**src/rtl/dmem_bridge.sv**
```systemverilog
// MEM-stage to single-port data bus bridge: sizes, aligns and sequences loads/stores,
// stalling the pipeline until each access completes, errors out or times out.
module dmem_bridge #(
    parameter int ADDR_W  = 9,
    parameter int DATA_W  = 32,
    parameter int TIMEOUT = 16
) (
    input  logic              clk,
    input  logic              reset,
    input  logic              mem_read,
    input  logic              mem_write,
    input  logic [ADDR_W-1:0] mem_addr,
    input  logic [DATA_W-1:0] mem_wdata,
    input  logic [2:0]        mem_funct3,
    output logic [DATA_W-1:0] mem_rdata,
    output logic              mem_stall,
    output logic              mem_err,
    output logic              bus_req,
    output logic              bus_we,
    output logic [ADDR_W-1:0] bus_addr,
    output logic [3:0]        bus_be,
    output logic [DATA_W-1:0] bus_wdata,
    input  logic              bus_gnt,
    input  logic              bus_rvalid,
    input  logic [DATA_W-1:0] bus_rdata
);

    localparam logic [1:0] S_IDLE   = 2'd0;
    localparam logic [1:0] S_REQ    = 2'd1;
    localparam logic [1:0] S_WAIT_R = 2'd2;
    localparam logic [1:0] S_DONE   = 2'd3;

    localparam int               CNT_W    = $clog2(TIMEOUT);
    localparam logic [CNT_W-1:0] CNT_LAST = CNT_W'(TIMEOUT - 1);

    logic [1:0]       state;
    logic [CNT_W-1:0] cnt;
    logic [2:0]       lat_f3;
    logic [1:0]       lat_off;
    logic             req_any;
    logic             req_bad;
    logic             cnt_last;

    // Misaligned halves/words and the unused funct3 codes all fail without a bus cycle.
    function automatic logic access_bad(input logic [2:0] f3, input logic [1:0] off);
        logic bad;
        case (f3)
            3'b000, 3'b100: bad = 1'b0;
            3'b001, 3'b101: bad = off[0];
            3'b010:         bad = (off != 2'b00);
            default:        bad = 1'b1;
        endcase
        return bad;
    endfunction

    function automatic logic [3:0] lane_be(input logic [1:0] size, input logic [1:0] off);
        logic [3:0] be;
        case (size)
            2'b00:   be = 4'b0001 << off;
            2'b01:   be = off[1] ? 4'b1100 : 4'b0011;
            default: be = 4'b1111;
        endcase
        return be;
    endfunction

    function automatic logic [31:0] lane_data(input logic [1:0] size, input logic [31:0] d);
        logic [31:0] r;
        case (size)
            2'b00:   r = {4{d[7:0]}};
            2'b01:   r = {2{d[15:0]}};
            default: r = d;
        endcase
        return r;
    endfunction

    function automatic logic [31:0] load_extract(input logic [2:0] f3, input logic [1:0] off,
                                                 input logic [31:0] word);
        logic signed [7:0]  b;
        logic signed [15:0] h;
        logic [31:0]        r;
        b = word[{off, 3'b000} +: 8];
        h = off[1] ? word[31:16] : word[15:0];
        case (f3)
            3'b000:  r = {{24{b[7]}}, b};
            3'b001:  r = {{16{h[15]}}, h};
            3'b100:  r = {24'd0, b};
            3'b101:  r = {16'd0, h};
            default: r = word;
        endcase
        return r;
    endfunction

    assign req_any  = mem_read | mem_write;
    assign req_bad  = access_bad(mem_funct3, mem_addr[1:0]);
    assign cnt_last = (cnt == CNT_LAST);
    assign bus_req  = (state == S_REQ);
    assign mem_stall = ~reset & (((state == S_IDLE) & req_any) |
                                 (state == S_REQ) | (state == S_WAIT_R));

    always_ff @(posedge clk or posedge reset) begin
        if (reset) begin
            state     <= S_IDLE;
            cnt       <= '0;
            lat_f3    <= 3'b000;
            lat_off   <= 2'b00;
            bus_we    <= 1'b0;
            bus_addr  <= '0;
            bus_be    <= 4'b0000;
            bus_wdata <= '0;
            mem_rdata <= '0;
            mem_err   <= 1'b0;
        end else begin
            mem_err <= 1'b0;
            case (state)
                S_IDLE: begin
                    if (req_any) begin
                        if (req_bad) begin
                            state   <= S_DONE;
                            mem_err <= 1'b1;
                            if (!mem_write) mem_rdata <= '0;
                        end else begin
                            // Write wins when both strobes are high.
                            state     <= S_REQ;
                            cnt       <= '0;
                            bus_we    <= mem_write;
                            bus_addr  <= {mem_addr[ADDR_W-1:2], 2'b00};
                            bus_be    <= lane_be(mem_funct3[1:0], mem_addr[1:0]);
                            bus_wdata <= lane_data(mem_funct3[1:0], mem_wdata);
                            lat_f3    <= mem_funct3;
                            lat_off   <= mem_addr[1:0];
                        end
                    end
                end
                S_REQ: begin
                    if (bus_gnt) begin
                        state <= bus_we ? S_DONE : S_WAIT_R;
                        cnt   <= '0;
                    end else if (cnt_last) begin
                        state   <= S_DONE;
                        mem_err <= 1'b1;
                        if (!bus_we) mem_rdata <= '0;
                    end else begin
                        cnt <= cnt + 1'b1;
                    end
                end
                S_WAIT_R: begin
                    if (bus_rvalid) begin
                        state     <= S_DONE;
                        mem_rdata <= load_extract(lat_f3, lat_off, bus_rdata);
                    end else if (cnt_last) begin
                        state     <= S_DONE;
                        mem_err   <= 1'b1;
                        mem_rdata <= '0;
                    end else begin
                        cnt <= cnt + 1'b1;
                    end
                end
                default: state <= S_IDLE;
            endcase
        end
    end

endmodule

```
**config.mk**
```make
export PLATFORM = sky130hd
export DESIGN_NAME = dmem_bridge
export DESIGN_NICKNAME = d
export VERILOG_FILES = /design/src/rtl/dmem_bridge.sv
export SDC_FILE = /design/constraint.sdc
export NUM_CORES = 1
export LEC_CHECK = 0
export ABC_CLOCK_PERIOD_IN_PS = 6600
export BUFFER_PORTS_ARGS = -buffer_cell sky130_fd_sc_hd__buf_4
export CAP_MARGIN = 30
export CORE_UTILIZATION = 55
export DETAILED_ROUTE_END_ITERATION = 6
export PLACE_DENSITY = 0.87
export SLEW_MARGIN = 20
export SYNTH_ARGS = -nofsm -noshare
export SYNTH_HDL_FRONTEND = slang
export SYNTH_SLANG_ARGS = --single-unit
```
**constraint.sdc**
```tcl
create_clock -name clk -period 6.6 [get_ports clk]
set_input_delay 0.33 -clock clk [delete_from_list [all_inputs] [get_ports clk]]
set_output_delay 0.33 -clock clk [all_outputs]
set_load 0.03 [all_outputs]
```
# After elaboration in Yosys (flattened, before gate mapping)

Cells that the tools add are included.

Flip-flop bits (word level): 88
Bits of input ports: 82
Output and inout bits: 81
Word-level logic and storage cells: 85

Eq/ne operators: 20
Bitwise operators: 7
Reductions and logical operators: 11
Shifts and indexed selects: 2
Muxes and demuxes: 34
Add/subtract/negate cells: 1

Operators by type and width:

| kind                                           | count |
|---|---|
| 2-to-1 mux 32 bit                              | 8 |
| case mux 32 bit (4 select lines)               | 1 |
| case mux 32 bit (3 select lines)               | 1 |
| case mux 32 bit (2 select lines)               | 1 |
| indexed part select 32 x 6 -> 8 bit            | 1 |
| 2-to-1 mux 4 bit                               | 6 |
| 2-to-1 mux 16 bit                              | 1 |
| != test 2 bit (second input constant)          | 7 |
| == test 3 bit (second input constant)          | 4 |
| case mux 4 bit (3 select lines)                | 1 |
| 2-to-1 mux 2 bit                               | 5 |
| case mux 4 bit (2 select lines)                | 1 |
| AND reduction 8 bit                            | 1 |
| == test 3 x 1 -> 1 bit (second input constant) | 2 |
| logical NOT 3 bit                              | 2 |
| 2-to-1 mux 1 bit                               | 6 |
| case mux 1 bit (3 select lines)                | 2 |
| case mux 2 bit (3 select lines)                | 1 |
| adder 4 x 1 -> 4 bit (second input constant)   | 1 |
| == test 2 x 1 -> 1 bit (second input constant) | 2 |
| == test 4 bit (second input constant)          | 1 |
| logical NOT 2 bit                              | 2 |
| AND reduction 4 bit                            | 1 |
| OR reduction 2 bit                             | 2 |
| other kinds (11)                               | 15 |

# Depth between registers and ports, before layout

Word-level depth: 6
Gate-level depth with buffers: 9
Depth with buffers taken out: 6

# Worst setup path after synthesis

Ideal clock, no wire load.

Path kind: register to register
From: reg state[1]
To: reg mem_rdata[16]
Data required time: 6.470 ns
Path buffers: 2
Data arrival time: 2.014 ns
Library setup time: 0.130 ns
Path slack: 4.456 ns
Clock period less this slack: 2.144 ns
Stages on the path, launching flop included: 9
Cell sequence: dfrtp_1 -> inv_1 -> ha_1 -> o21a_1 -> a211o_1 -> buf_2 -> nor3_2 -> buf_4 -> o32ai_2

Longest elaborated chain between the ends: 3
Elaborated cells between the ends (all ways): 13
Those cells by class: 9 x eq/ne; 1 x mux; 3 x reduce/logical

RTL lines:

| item                                                                  | RTL line | RTL |
|---|---|---|
| from (decl)                                                           | 36       | `logic [1:0] state;` |
| from (signal assigned)                                                | 136      | `state <= bus_we ? S_DONE : S_WAIT_R;` |
| == test 2 x 1 -> 1 bit *                                              | --       |  |
| net bus_req                                                           | 18       | `output logic bus_req,` |
| != test 2 x 1 -> 1 bit (no source line), or another cell as far along | --       |  |
| AND reduction 8 bit (no source line)                                  | --       |  |
| to (signal assigned)                                                  | 149      | `mem_rdata <= load_extract(lat_f3, lat_off, bus_rdata);` |
| to (decl)                                                             | 15       | `output logic [DATA_W-1:0] mem_rdata,` |

Mark *: on every way through the listed nets, which the timed path passes. The rest lies on a longest branch.
A chain may end at the register's enable or synchronous reset.

# Worst setup path in the final report

From: reg state[0]
To: reg mem_rdata[29]

Longest elaborated chain between the ends: 3
Elaborated cells between the ends (all ways): 13
Those cells by class: 9 x eq/ne; 1 x mux; 3 x reduce/logical

RTL lines:

| item                                                         | RTL line | RTL |
|---|---|---|
| == test 2 bit, or another cell as far along                  | 114      | `case (state)` |
| != test 3 bit (no source line), or another cell as far along | --       |  |
| AND reduction 8 bit (no source line)                         | --       |  |

Several ways; a longest one is shown, not always the timed one.

==> out/metrics.cfg <==
[run_status]
status=completed

[final_layout]
fin_area_um2=6160
n_antenna_cell=0
n_fill_cell=563
drive_gt1_share_pct=36.9
multi_input_area_um2=2260
nNetsFinal=687
area_growth_pct=29.7
instances_no_fill=709
ff_latch_area_um2=2200

[grt]
grt_pass1_wl_um=19600
overflow=0
grt_pass1_vias=4088
antenna_found_initial=0
grtUsageTotal_pct=28.3
grt_max_degree=72

[synth]
synth_fa_ha_area_share_pct=1.58
netlist.area_leader.share_pct=46.4
yosys_warnings=0
synth_top_family_by_area=compound AO/OA/AOI/OAI gates
muxShareOfSynthArea_pct=12.1
ys_seq_elements=88
syn_area_um2=4750
yosys.area_share.simple_pct=8.46
synth-xor-area-share_pct=0
ys_async_sr_fraction_pct=100
synth_most_common_cell=dfrtp_1
synth_largest_area_cell=dfrtp_1
synth_commonest_cells=88 x dfrtp_1, 51 x o21ai_0, 38 x nand2_1
synth_edf_count=0
ys_top_cells_by_area=dfrtp_1 46%, mux2i_1 7.2%, o21ai_0 5.4%
synth_ff_type=dfrtp_1
synth_compound_area_share_pct=25.1
syn_inst=460
yosysSeqAreaShare_pct=46.4
yosysUniqueCellTypes=54
avgSynthCellArea_um2=10.3

[clock_tree]
cts_buffer_depth=2
cts_made_buffers=9
ctsResizeCount=0
root_buffer=clkbuf_8
clock_latency_ns=0.37
clk_pin_slew_worst_paths_ns=0.10
postCtsSetupBuffers=0
clock_sinks=88
cts_tree=yes
ctsHoldBuffers=0
htreeDepth=3

[critical_path]
setup.worst_path.end_class=flip-flop
critPathArrivalTime_ns=2.79
regToRegEndpoint=mem_rdata[29]
start_kind=flip-flop
cpLargestDelayFamily=simple AND/OR/NAND/NOR gates
required_ns=6.86
reg2reg_depth=6
crit_path_end=mem_rdata[29]
slowest_delay_ns=0.70
crit_path_top_delay_cell=or3_1
critPathMaxFanout=16
regToRegSetupSlack_ns=4.07
path_class=flip-flop to flip-flop
r2r-start=state[0]
cp.depth=6
critPathLaunch=state[0]
critPathBufInv=1
path_cells=inv_1 > ha_1 > nor2b_1 > o21a_1 > or3_1 > o32ai_1

[floorplan]
top_level_ports=163
die_w_um=94.9
die_y_um=94.9
design.core.area_um2=8300
dieArea_um2=9010
rows=33
initial_core_util_pct=57.2

[routing]
drt-total-wl_um=12700
drc=0
drt_pass1_iterations=7
ant_nets=0
via_per_inst=6.06
vias=4296
routedWlPerCell_um=17.9
drtIter0Drc=290

[timing]
rsz0062_at_grt=false
finalCriticalPeriod_ns=2.53
hold_viol_final=0
worstMarginPinSlew_ns=0.917
max-slew-margin-rel_pct=38.8
clock.fmax_ghz=0.396
setup_viol=0
finalSetupTns_ns=0
finalClockSkew_ns=0.0149
fin_crit_sh_pct=38.3
slew_viol_final=0

[power]
max-vdd-ir-drop_mv=0.301
leakage_uw=0.00290
powerDensity_nw_per_um2=522

[placed_design]
place_inst=692
hpwlAfterDp_um=9240
port_buffers=160
gp_congestion=0.935
place_area_um2=5940

[run]
max_cap_viol_count=0

[worst_hold_path]
worst_hold_path_type=input pin to asynchronous set/reset pin

## registers in the layout, indices dropped and copies added (netlist names)
signal and cells:
cnt 4, mem_rdata 32, bus_we 1, bus_be 4, mem_err 1, bus_wdata 32
bus_addr 7, lat_off 2, state 2, lat_f3 3
## layout by cell type (no fill, tap or decap), types with 2 or more instances in the layout
cell type	n
a211oi_1	3
a21oi_1	21
a2bb2oi_1	8
a31oi_1	2
a32o_1	8
buf_4	164
clkbuf_8	9
conb_1	2
dfrtp_1	88
ha_1	6
inv_1	28
inv_6	4
mux2_2	21
mux2i_1	34
nand2_1	38
nand2b_1	4
nand3_1	4
nor2_1	14
nor2b_1	3
nor3_2	2
nor3b_1	2
o211ai_1	2
o21a_1	3
o21ai_0	51
o221ai_1	7
o22a_1	2
o22ai_1	10
o31ai_1	15
o32ai_1	7
o32ai_2	10
or2_2	2
or3_1	4
## worst min-delay path by stage
stage,endpoint,depth (start not counted)
after floorplan,cnt[0],1
after global placement,bus_addr[7],2
after detailed placement,state[0],2
after CTS,mem_rdata[5],2
after global routing,bus_addr[4],2
final,bus_addr[4],2
## area by class of cell
cell class | instances | share of cell area, %
clock buffers | 9 | 2.01
clock inverters | 7 | 1.36
inverters | 29 | 1.79
multi-input cells | 306 | 36.8
flip-flops and latches | 88 | 35.8
well taps | 105 | 2.13
repair buffers | 165 | 20.2
## power breakdown
part | internal [uW] | switching [uW] | total [uW]
Combinational | 696 | 1140 | 1830
Sequential | 785 | 199 | 984
Clock | 183 | 218 | 401
Total | 1660 | 1550 | 3220
## metrics by stage
stage / utilization, % / hold slack, ns / worst slack, ns / total power, uW
2_1_floorplan: - / 0.479 / 3.99 / 2200
4_1_cts: 74.1 / 0.0493 / 3.99 / 3210
3_5_place_dp: 71.6 / 0.447 / 3.99 / 2800
6_report: 74.2 / 0.0292 / 4.07 / 3220
3_3_place_gp: 71.6 / 0.427 / 4.09 / 2740
5_1_grt: 74.2 / 0.0862 / 3.88 / 3390
## cells by family (layout without fill, tap and decap cells)
| group | count (synthesis) | after routing |
|---|---|---|
| AO/OA/AOI/OAI | 162 | 162 |
| flip-flops | 88 | 88 |
| AND/OR/NAND/NOR | 81 | 81 |
| buffers and inverters | 67 | 210 |
| multiplexers | 55 | 55 |
| adder cells (fa/ha/maj) | 6 | 6 |
| other | 1 | 2 |
## routing by layer
metal	wire, um	global-route usage, %	vias up	part of all wire, %
met4	294	11.4	0	2.3
met1	5250	36.5	2080	41
met3	958	5.80	28	7.5
li1	-	-	1978	-
met2	6200	46.5	210	49
met5	0	0	-	0
No activity file was read; power rests on OpenSTA's default activity.
